**src/rtl/tag_control.sv**
```systemverilog
// CAPI command-tag manager: hands out free tags, keeps per-tag command metadata,
// looks it up on PSL responses and retires tags to a free-list FIFO.
package tag_control_pkg;
  typedef struct packed {
    logic [12:0] com;
    logic [11:0] size;
    logic [63:0] address;
    logic [15:0] ctx;
  } command_tag_line_t;
endpackage

module tag_control
  import tag_control_pkg::*;
#(
  parameter int NUM_TAGS = 32,
  parameter int TAG_W    = 8
) (
  input  logic              clock,
  input  logic              rstn,
  input  logic              enabled_in,
  input  logic              tag_alloc_req,
  input  command_tag_line_t tag_alloc_cmd,
  output logic              tag_alloc_gnt,
  output logic [TAG_W-1:0]  tag_alloc_tag,
  input  logic              response_valid,
  input  logic [TAG_W-1:0]  response_tag,
  input  logic              response_retain,
  output command_tag_line_t response_tag_id_out,
  output logic [8:0]        tags_in_flight,
  output logic              tag_ready,
  output logic              tag_empty,
  output logic              tag_error
);

  localparam int IDX_W = (NUM_TAGS > 1) ? $clog2(NUM_TAGS) : 1;
  typedef logic [IDX_W-1:0] idx_t;

  typedef enum logic {ST_INIT, ST_READY} state_e;

  state_e            state_q, state_d;
  logic              enabled_q;
  idx_t              init_cnt_q, init_cnt_d;
  idx_t              rd_ptr_q, rd_ptr_d;
  idx_t              wr_ptr_q, wr_ptr_d;
  logic [8:0]        free_count_q, free_count_d;
  logic [8:0]        in_flight_q, in_flight_d;
  logic [NUM_TAGS-1:0] busy_q, busy_d;
  command_tag_line_t resp_meta_q, resp_meta_d;
  logic              tag_error_q, tag_error_d;

  idx_t              fifo_mem [NUM_TAGS];
  command_tag_line_t tag_ram  [NUM_TAGS];

  logic ready;
  logic has_free;
  idx_t head;
  logic resp_fire;
  logic resp_in_range;
  idx_t resp_idx;
  logic resp_busy;
  logic retire;
  logic push;
  idx_t push_tag;

  function automatic idx_t ptr_inc(input idx_t p);
    return (p == idx_t'(NUM_TAGS - 1)) ? '0 : p + idx_t'(1);
  endfunction

  assign ready         = (state_q == ST_READY);
  assign has_free      = (free_count_q != 9'd0);
  assign head          = fifo_mem[rd_ptr_q];
  assign tag_alloc_gnt = tag_alloc_req & enabled_q & ready & has_free;
  assign tag_alloc_tag = has_free ? TAG_W'(head) : '0;

  // Tags beyond NUM_TAGS are never in flight and read back as zero metadata.
  assign resp_fire     = response_valid & enabled_q & ready;
  assign resp_in_range = ({1'b0, response_tag} < (TAG_W + 1)'(NUM_TAGS));
  assign resp_idx      = response_tag[IDX_W-1:0];
  assign resp_busy     = resp_in_range & busy_q[resp_idx];
  assign retire        = resp_fire & resp_busy & ~response_retain;

  assign push     = (state_q == ST_INIT) | retire;
  assign push_tag = (state_q == ST_INIT) ? init_cnt_q : resp_idx;

  always_comb begin
    // NOTE: every signal gets a default first so no path leaves it unassigned,
    // which would otherwise infer a latch.
    state_d      = state_q;
    init_cnt_d   = init_cnt_q;
    rd_ptr_d     = rd_ptr_q;
    wr_ptr_d     = wr_ptr_q;
    free_count_d = free_count_q;
    in_flight_d  = in_flight_q;
    busy_d       = busy_q;
    resp_meta_d  = '0;
    tag_error_d  = 1'b0;

    if (state_q == ST_INIT) begin
      init_cnt_d = init_cnt_q + idx_t'(1);
      if (init_cnt_q == idx_t'(NUM_TAGS - 1)) state_d = ST_READY;
    end

    if (push) wr_ptr_d = ptr_inc(wr_ptr_q);
    if (tag_alloc_gnt) rd_ptr_d = ptr_inc(rd_ptr_q);

    unique case ({push, tag_alloc_gnt})
      2'b10:   free_count_d = free_count_q + 9'd1;
      2'b01:   free_count_d = free_count_q - 9'd1;
      default: free_count_d = free_count_q;
    endcase

    unique case ({tag_alloc_gnt, retire})
      2'b10:   in_flight_d = in_flight_q + 9'd1;
      2'b01:   in_flight_d = in_flight_q - 9'd1;
      default: in_flight_d = in_flight_q;
    endcase

    // The granted tag is always free, so it never collides with the retired one.
    if (tag_alloc_gnt) busy_d[head]     = 1'b1;
    if (retire)        busy_d[resp_idx] = 1'b0;

    if (resp_fire) begin
      resp_meta_d = resp_in_range ? tag_ram[resp_idx] : '0;
      tag_error_d = ~resp_busy;
    end
  end

  // NOTE: state registers use non-blocking assignments so every flop samples
  // pre-edge values regardless of process ordering.
  always_ff @(posedge clock or negedge rstn) begin
    if (!rstn) begin
      state_q      <= ST_INIT;
      enabled_q    <= 1'b0;
      init_cnt_q   <= '0;
      rd_ptr_q     <= '0;
      wr_ptr_q     <= '0;
      free_count_q <= '0;
      in_flight_q  <= '0;
      busy_q       <= '0;
      resp_meta_q  <= '0;
      tag_error_q  <= 1'b0;
    end else begin
      state_q      <= state_d;
      enabled_q    <= enabled_in;
      init_cnt_q   <= init_cnt_d;
      rd_ptr_q     <= rd_ptr_d;
      wr_ptr_q     <= wr_ptr_d;
      free_count_q <= free_count_d;
      in_flight_q  <= in_flight_d;
      busy_q       <= busy_d;
      resp_meta_q  <= resp_meta_d;
      tag_error_q  <= tag_error_d;
    end
  end

  // NOTE: the storage arrays carry no reset; pointers, count and the busy
  // bitmap decide which entries are meaningful, so they map onto plain RAM.
  always_ff @(posedge clock) begin
    if (push)          fifo_mem[wr_ptr_q] <= push_tag;
    if (tag_alloc_gnt) tag_ram[head]      <= tag_alloc_cmd;
  end

  assign response_tag_id_out = resp_meta_q;
  assign tags_in_flight      = in_flight_q;
  assign tag_ready           = ready;
  assign tag_empty           = ~has_free & ready;
  assign tag_error           = tag_error_q;

endmodule

```
**config.mk**
```make
export PLATFORM = sky130hd
export DESIGN_NAME = tag_control
export DESIGN_NICKNAME = d
export VERILOG_FILES = /design/src/rtl/tag_control.sv
export SDC_FILE = /design/constraint.sdc
export NUM_CORES = 2
export LEC_CHECK = 0
export BUFFER_PORTS_ARGS = -buffer_cell sky130_fd_sc_hd__clkbuf_2
export CAP_MARGIN = 20
export CORE_ASPECT_RATIO = 1.1
export CORE_MARGIN = 3
export CORE_UTILIZATION = 25
export DETAILED_ROUTE_END_ITERATION = 16
export SLEW_MARGIN = 40
export SYNTH_ARGS = -nofsm -noshare
export SYNTH_HDL_FRONTEND = slang
export SYNTH_SLANG_ARGS = --single-unit
```
**constraint.sdc**
```tcl
create_clock -name clock -period 14 [get_ports clock]
set_clock_uncertainty 0.05 [all_clocks]
set_input_delay 1.4 -clock clock [delete_from_list [all_inputs] [get_ports clock]]
set_output_delay 1.4 -clock clock [all_outputs]
set_load 0.02 [all_outputs]
```
# After elaboration in Yosys (flattened, before gate mapping)
# Memories as Yosys holds them, arrays and structs flattened.
# Index checks and enable logic that the tools add are counted.
# Widths: inputs -> output; s select.
# word_totals
reg_bits	173
ramBits	3520
input_bits	119
output_inout_bits	126
word_cells	79
mem_count	2
# op_classes
addsub	7
n_lt_le_gt_ge	5
eq_ne	7
mux	23
bitwise	17
n_reduce_logical	5
# mem_list
memory	depth	word_bits	rd	rd_clocked_by_memory_dff	wr	line_no	text
tag_ram	32	105	1	0	1	52	command_tag_line_t tag_ram [NUM_TAGS];
fifo_mem	32	5	1	0	1	51	idx_t fifo_mem [NUM_TAGS];
# op_table
cell	count
$mux 105	2
$mux 32	2
$pmux 9 s2	2
$and 32x32->32	1
$not 32->32	1
$or 32x32->32	1
$mux 5	4
$add 9x1->9 const B	2
$sub 9x1->9 const B	2
$add 5x1->5 const B	3
$eq 5x5->1 const B	3
$lt 5x6->1 const B	2
$demux 1 s5	2
$ge 5x1->1 const B	2
$mux 1	10
$and 1x1->1	9
$reduce_bool 9->1	1
$lt 8x6->1 const B	1
$bmux 1 s5	1
$eq 2x1->1 const B	2
$eq 2x2->1 const B	2
$not 1->1	4
$reduce_bool 2->1	2
$logic_and 1x1->1	2
$or 1x1->1	1

# Logic depth before layout (Yosys ltp)
# An unclocked memory read counts as a cell.
# depth
depth_word	9
ltp_mapped	19
mapped_depth_nobuf	15

# Least setup slack after synthesis
# No wires, ideal clock.
# synth_timing
path_kind	input to register
startpoint	input port tag_alloc_req
endpoint	memory tag_ram[26][0] in the netlist's numbering, enable pin
setup_ns	0.827
t_arrival_ns	12.307
required_time_ns	13.123
path_slack_ns	0.816
stages	7
path_cell_list	nand3_1 > or2_2 > buf_2 > inv_1 > clkbuf_1 > nand2_1 > nor4_1
# synth_via
elab_chain_cells	5
# synth_rtl
item	line_no	text
start, declared	21	input logic tag_alloc_req,
$and 1x1->1 (3 in a row)	72	assign tag_alloc_gnt = tag_alloc_req & enabled_q & ready & has_free;
$mux 1	160	if (tag_alloc_gnt) tag_ram[head] <= tag_alloc_cmd;
$mux 1 (not written as such)	160	
end, declared	52	
# Every way passes these cells.

# Worst setup path after layout
# layout_timing
startpoint	input port response_tag[1]
endpoint	register free_count_q[6]
# layout_via
elab_chain_cells	8
# layout_rtl
item	line_no	text
start, declared	26	input logic [TAG_W-1:0] response_tag,
$bmux 1 s5	79	assign resp_busy = resp_in_range & busy_q[resp_idx];
$mux 1 (not written as such)	79	
$and 1x1->1 (*)	79	
$and 1x1->1 (*) (2 in a row)	80	assign retire = resp_fire & resp_busy & ~response_retain;
$or 1x1->1 (*)	82	assign push = (state_q == ST_INIT) | retire;
$eq 2x1->1 or $eq 2x2->1 (tied branches)	106	unique case ({push, tag_alloc_gnt})
$pmux 9 s2 or $reduce_bool 2->1 (tied branches)	--	
end signal, assigned	148	free_count_q <= free_count_d;
end, declared	45	logic [8:0] free_count_q, free_count_d;
# Every way passes the cells marked *; elsewhere a longest branch is shown, timed or not. The select of a mux whose other input is x is not followed.
# A chain may end at the register's enable or synchronous reset.

==> metrics.txt <==
outcome=completed; Placed Cells=between 10000 and 15000; f_max=0.157 GHz; TritonCTS Buffers=around 350; Post-synth EDFFs=3520; Reg clk slew, reported paths=approximately 0.06 ns; Leak=about 50 nW; CP max-delay cell=ha_1; peak supply drop=~0.096 mV; Congestion Overflow GR=0; RSZ-0062 raised after global routing=false; Async SR Flop Fraction=4.68%; register bit total from synthesis=approximately 3700; Initial Util=between 20% and 30%; Power Dens Cells=approximately 150 nW/µm²; Crit path max-delay family=buffers and inverters; setup TNS=0 ns; clock root buffer=clkbuf_16; post-route cell area=roughly 160000 µm²; total power=approximately 25 mW; Place WS=approximately 7 ns; register area share after synthesis=between 70% and 80%; Die ar.=about 570000 µm²; Mapped Cells=~6000; antenna viol nets, final=0; worst setup margin=7.61 ns; Vias=just under 70000; Yosys warnings=0; Clock Sinks=approximately 3700; Non-Filler Instances=14100; CP Max Fanout=57; Site Rows=approximately 290; setup bufs post-CTS=0; final number of setup-violating endpoints=0; worst setup path category=in -> reg; port bufs=241; Bufs and invs on worst path=4; WL final=approximately 400000 µm; DR pass1 iterations=8; layout cells sized above 1=roughly 29%; Avg Cell Area, Syn=approximately 23 µm²; Core ar.=553000 µm²; pin count of the biggest net entering global routing=88; fin crit share=a little under half; CTS H-tree depth=5; Hold WC Path Type=in -> async; CP arrival=7.16 ns; vias per inst=~5; Critical Path RT=roughly 15 ns; initial antenna violation count=91; CTS Buffer Depth=4; Hold Buf Count CTS=0; 1st-iter DRT viols=roughly 9000; Least-Margin Pin Slew=between 0.9 and 1 ns; Syn-to-layout area delta=17.0%; Critical Path Max Stage Delay=approximately 0.63 ns; Residual DRC=0; final hold vios=0; first-pass GRT wire length=~560000 µm; Yosys cell types=~70; max-cap viol count=0; startpoint types=input pin; Netlist Area Pre-Place=139000 µm²; crit path cell chain=buf_8 -> buf_6 -> mux4_2 -> and3_1 -> a31o_2 -> o41ai_4 -> buf_4 -> nand2_2 -> inv_1 -> ha_1 -> xor2_1 -> ha_1 -> or3_1 -> a21oi_1 -> nor2_1 -> or4_1 -> a31oi_1 -> xor2_1; post-cts resize count=0; gpl congestion=a little under 0.8; post-route core utilization=slightly below 30%; Slew headroom=between 30% and 40%; hold slack=between 0.4 and 0.5 ns; CP Capture Type=flop; Die Y=approximately 790 µm; CTS tree=done; num ports=~250; later-pin clock latency in the skew report=a little under 1 ns; DP HPWL=around 210000 µm; routed len/inst=roughly 29 µm; fin. max-slew vios=0; top_reg_cell synth=edfxtp_1; Nets=approximately 6600; Fill cells=between 50000 and 60000; die extent in x=just over 700 µm; GRT Resource Usage Total=between 10 and 15%; vias in the first global route=around 70000; dpl cell area=~150000 µm²; min Tclk post-route=around 6.4 ns
worst paths after layout:
| check | start | end | slack (ns) | cells after the start |
|---|---|---|---|---|
| max in group asynchronous | rstn | response_tag_id_out[0]$_DFF_PN0_ | 12.24 | 2 |
| setup / recovery | response_tag[1] | free_count_q[6]$_DFFE_PN0P_ | 7.61 | 18 |
| setup reg to reg | rd_ptr_q[1]$_DFFE_PN0P_ | tag_ram[5][72]$_DFFE_PP_ | 8.11 | 11 |
| hold reg to reg | init_cnt_q[3]$_DFFE_PN0N_ | init_cnt_q[3]$_DFFE_PN0N_ | 0.44 | 1 |
| min in group clock | init_cnt_q[3]$_DFFE_PN0N_ | init_cnt_q[3]$_DFFE_PN0N_ | 0.44 | 1 |
| hold / removal | rstn | response_tag_id_out[62]$_DFF_PN0_ | 0.44 | 1 |
cells in the mapped netlist, drive strengths merged (5+ instances only):
| master | instances | share of area [%] |
|---|---|---|
| clkbuf | 183 | 0.49 |
| nand3 | 26 | 0.093 |
| inv | 35 | 0.094 |
| xnor2 | 12 | 0.075 |
| a22o | 27 | 0.17 |
| a41oi | 94 | 0.60 |
| edfxtp | 3520 | 76 |
| nor2 | 61 | 0.16 |
| a21o | 5 | 0.027 |
| nor3 | 29 | 0.11 |
| a31oi | 29 | 0.13 |
| nand2b | 6 | 0.027 |
| xor2 | 6 | 0.038 |
| o21ai | 14 | 0.050 |
| a221oi | 33 | 0.21 |
| mux4 | 870 | 14 |
| nor4 | 7 | 0.047 |
| a211oi | 26 | 0.14 |
| nor2b | 12 | 0.054 |
| and3 | 39 | 0.18 |
| mux2 | 47 | 0.38 |
| mux2i | 38 | 0.27 |
| nand2 | 54 | 0.15 |
| and3b | 5 | 0.031 |
| and2 | 8 | 0.036 |
| buf | 176 | 0.56 |
| ha | 21 | 0.19 |
| nor3b | 9 | 0.052 |
| dfrtp | 173 | 3.1 |
| a22oi | 351 | 1.9 |
| a21oi | 48 | 0.17 |
| or3 | 7 | 0.031 |
| nand4 | 18 | 0.081 |
final cells by class:
cell class	count	area, µm²	area share (%)
antenna	28	70.1	0.0430
clock buffer	419	9370	5.75
clock inverter	231	2580	1.58
inverter	35	131	0.0806
multi-input combinational	1961	28000	17.2
sequential	3693	110000	67.5
tap	7344	9190	5.64
timing repair buffer	434	3590	2.21
cells by family (layout without fill, tap and decap cells):
group | Yosys count | after routing | synth area share (%)
AO/OA/AOI/OAI | 665 | 665 | 3.64
XOR/XNOR | 18 | 18 | 0.113
adder cells (fa/ha/maj) | 22 | 22 | 0.203
buffers and inverters | 394 | 1119 | 1.14
flip-flops | 3693 | 3693 | 79.0
multiplexers | 955 | 955 | 14.7
other | 1 | 31 | 0.00269
AND/OR/NAND/NOR | 298 | 298 | 1.14
metal layers:
layer	track usage (%)	wire (µm)	up-vias
met4	3.97	11000	50
met5	0	311	-
li1	-	-	27000
met1	18.3	158000	37900
met3	3.66	40900	703
met2	22.7	196000	3493
cells in the final DEF, fill, tap and decap left out, drive strengths merged, types with 12 or more instances in the layout:
cell type     n
nor2b        12
mux4        870
a21oi        48
xnor2        12
mux2i        38
a41oi        94
nand3        26
edfxtp     3520
nor3         29
bufinv       47
nand2        54
a31oi        29
and3         39
inv          55
a221oi       33
diode        28
nand4        18
a22o         27
clkbuf      657
clkinvlp     16
buf         196
clkinv      148
a22oi       351
nor2         61
mux2         47
dfrtp       173
ha           21
o21ai        14
a211oi       26
state kept, by name, indices dropped and copies added, names as in the netlist:
name                 cells
init_cnt_q               5
tag_error                1
tags_in_flight           9
free_count_q             9
busy_q                  32
response_tag_id_out    105
tag_ready                1
tag_ram               3360
enabled_q                1
fifo_mem               160
wr_ptr_q                 5
rd_ptr_q                 5
where the power goes:
group	switching, mW	internal (mW)	leakage, nW
clock network	4.19	5.68	5.83
registers	0.161	12.7	34.0
logic	1.61	0.736	10.1
total	5.96	19.1	50.0
No activity file was read; power rests on OpenSTA's default activity.
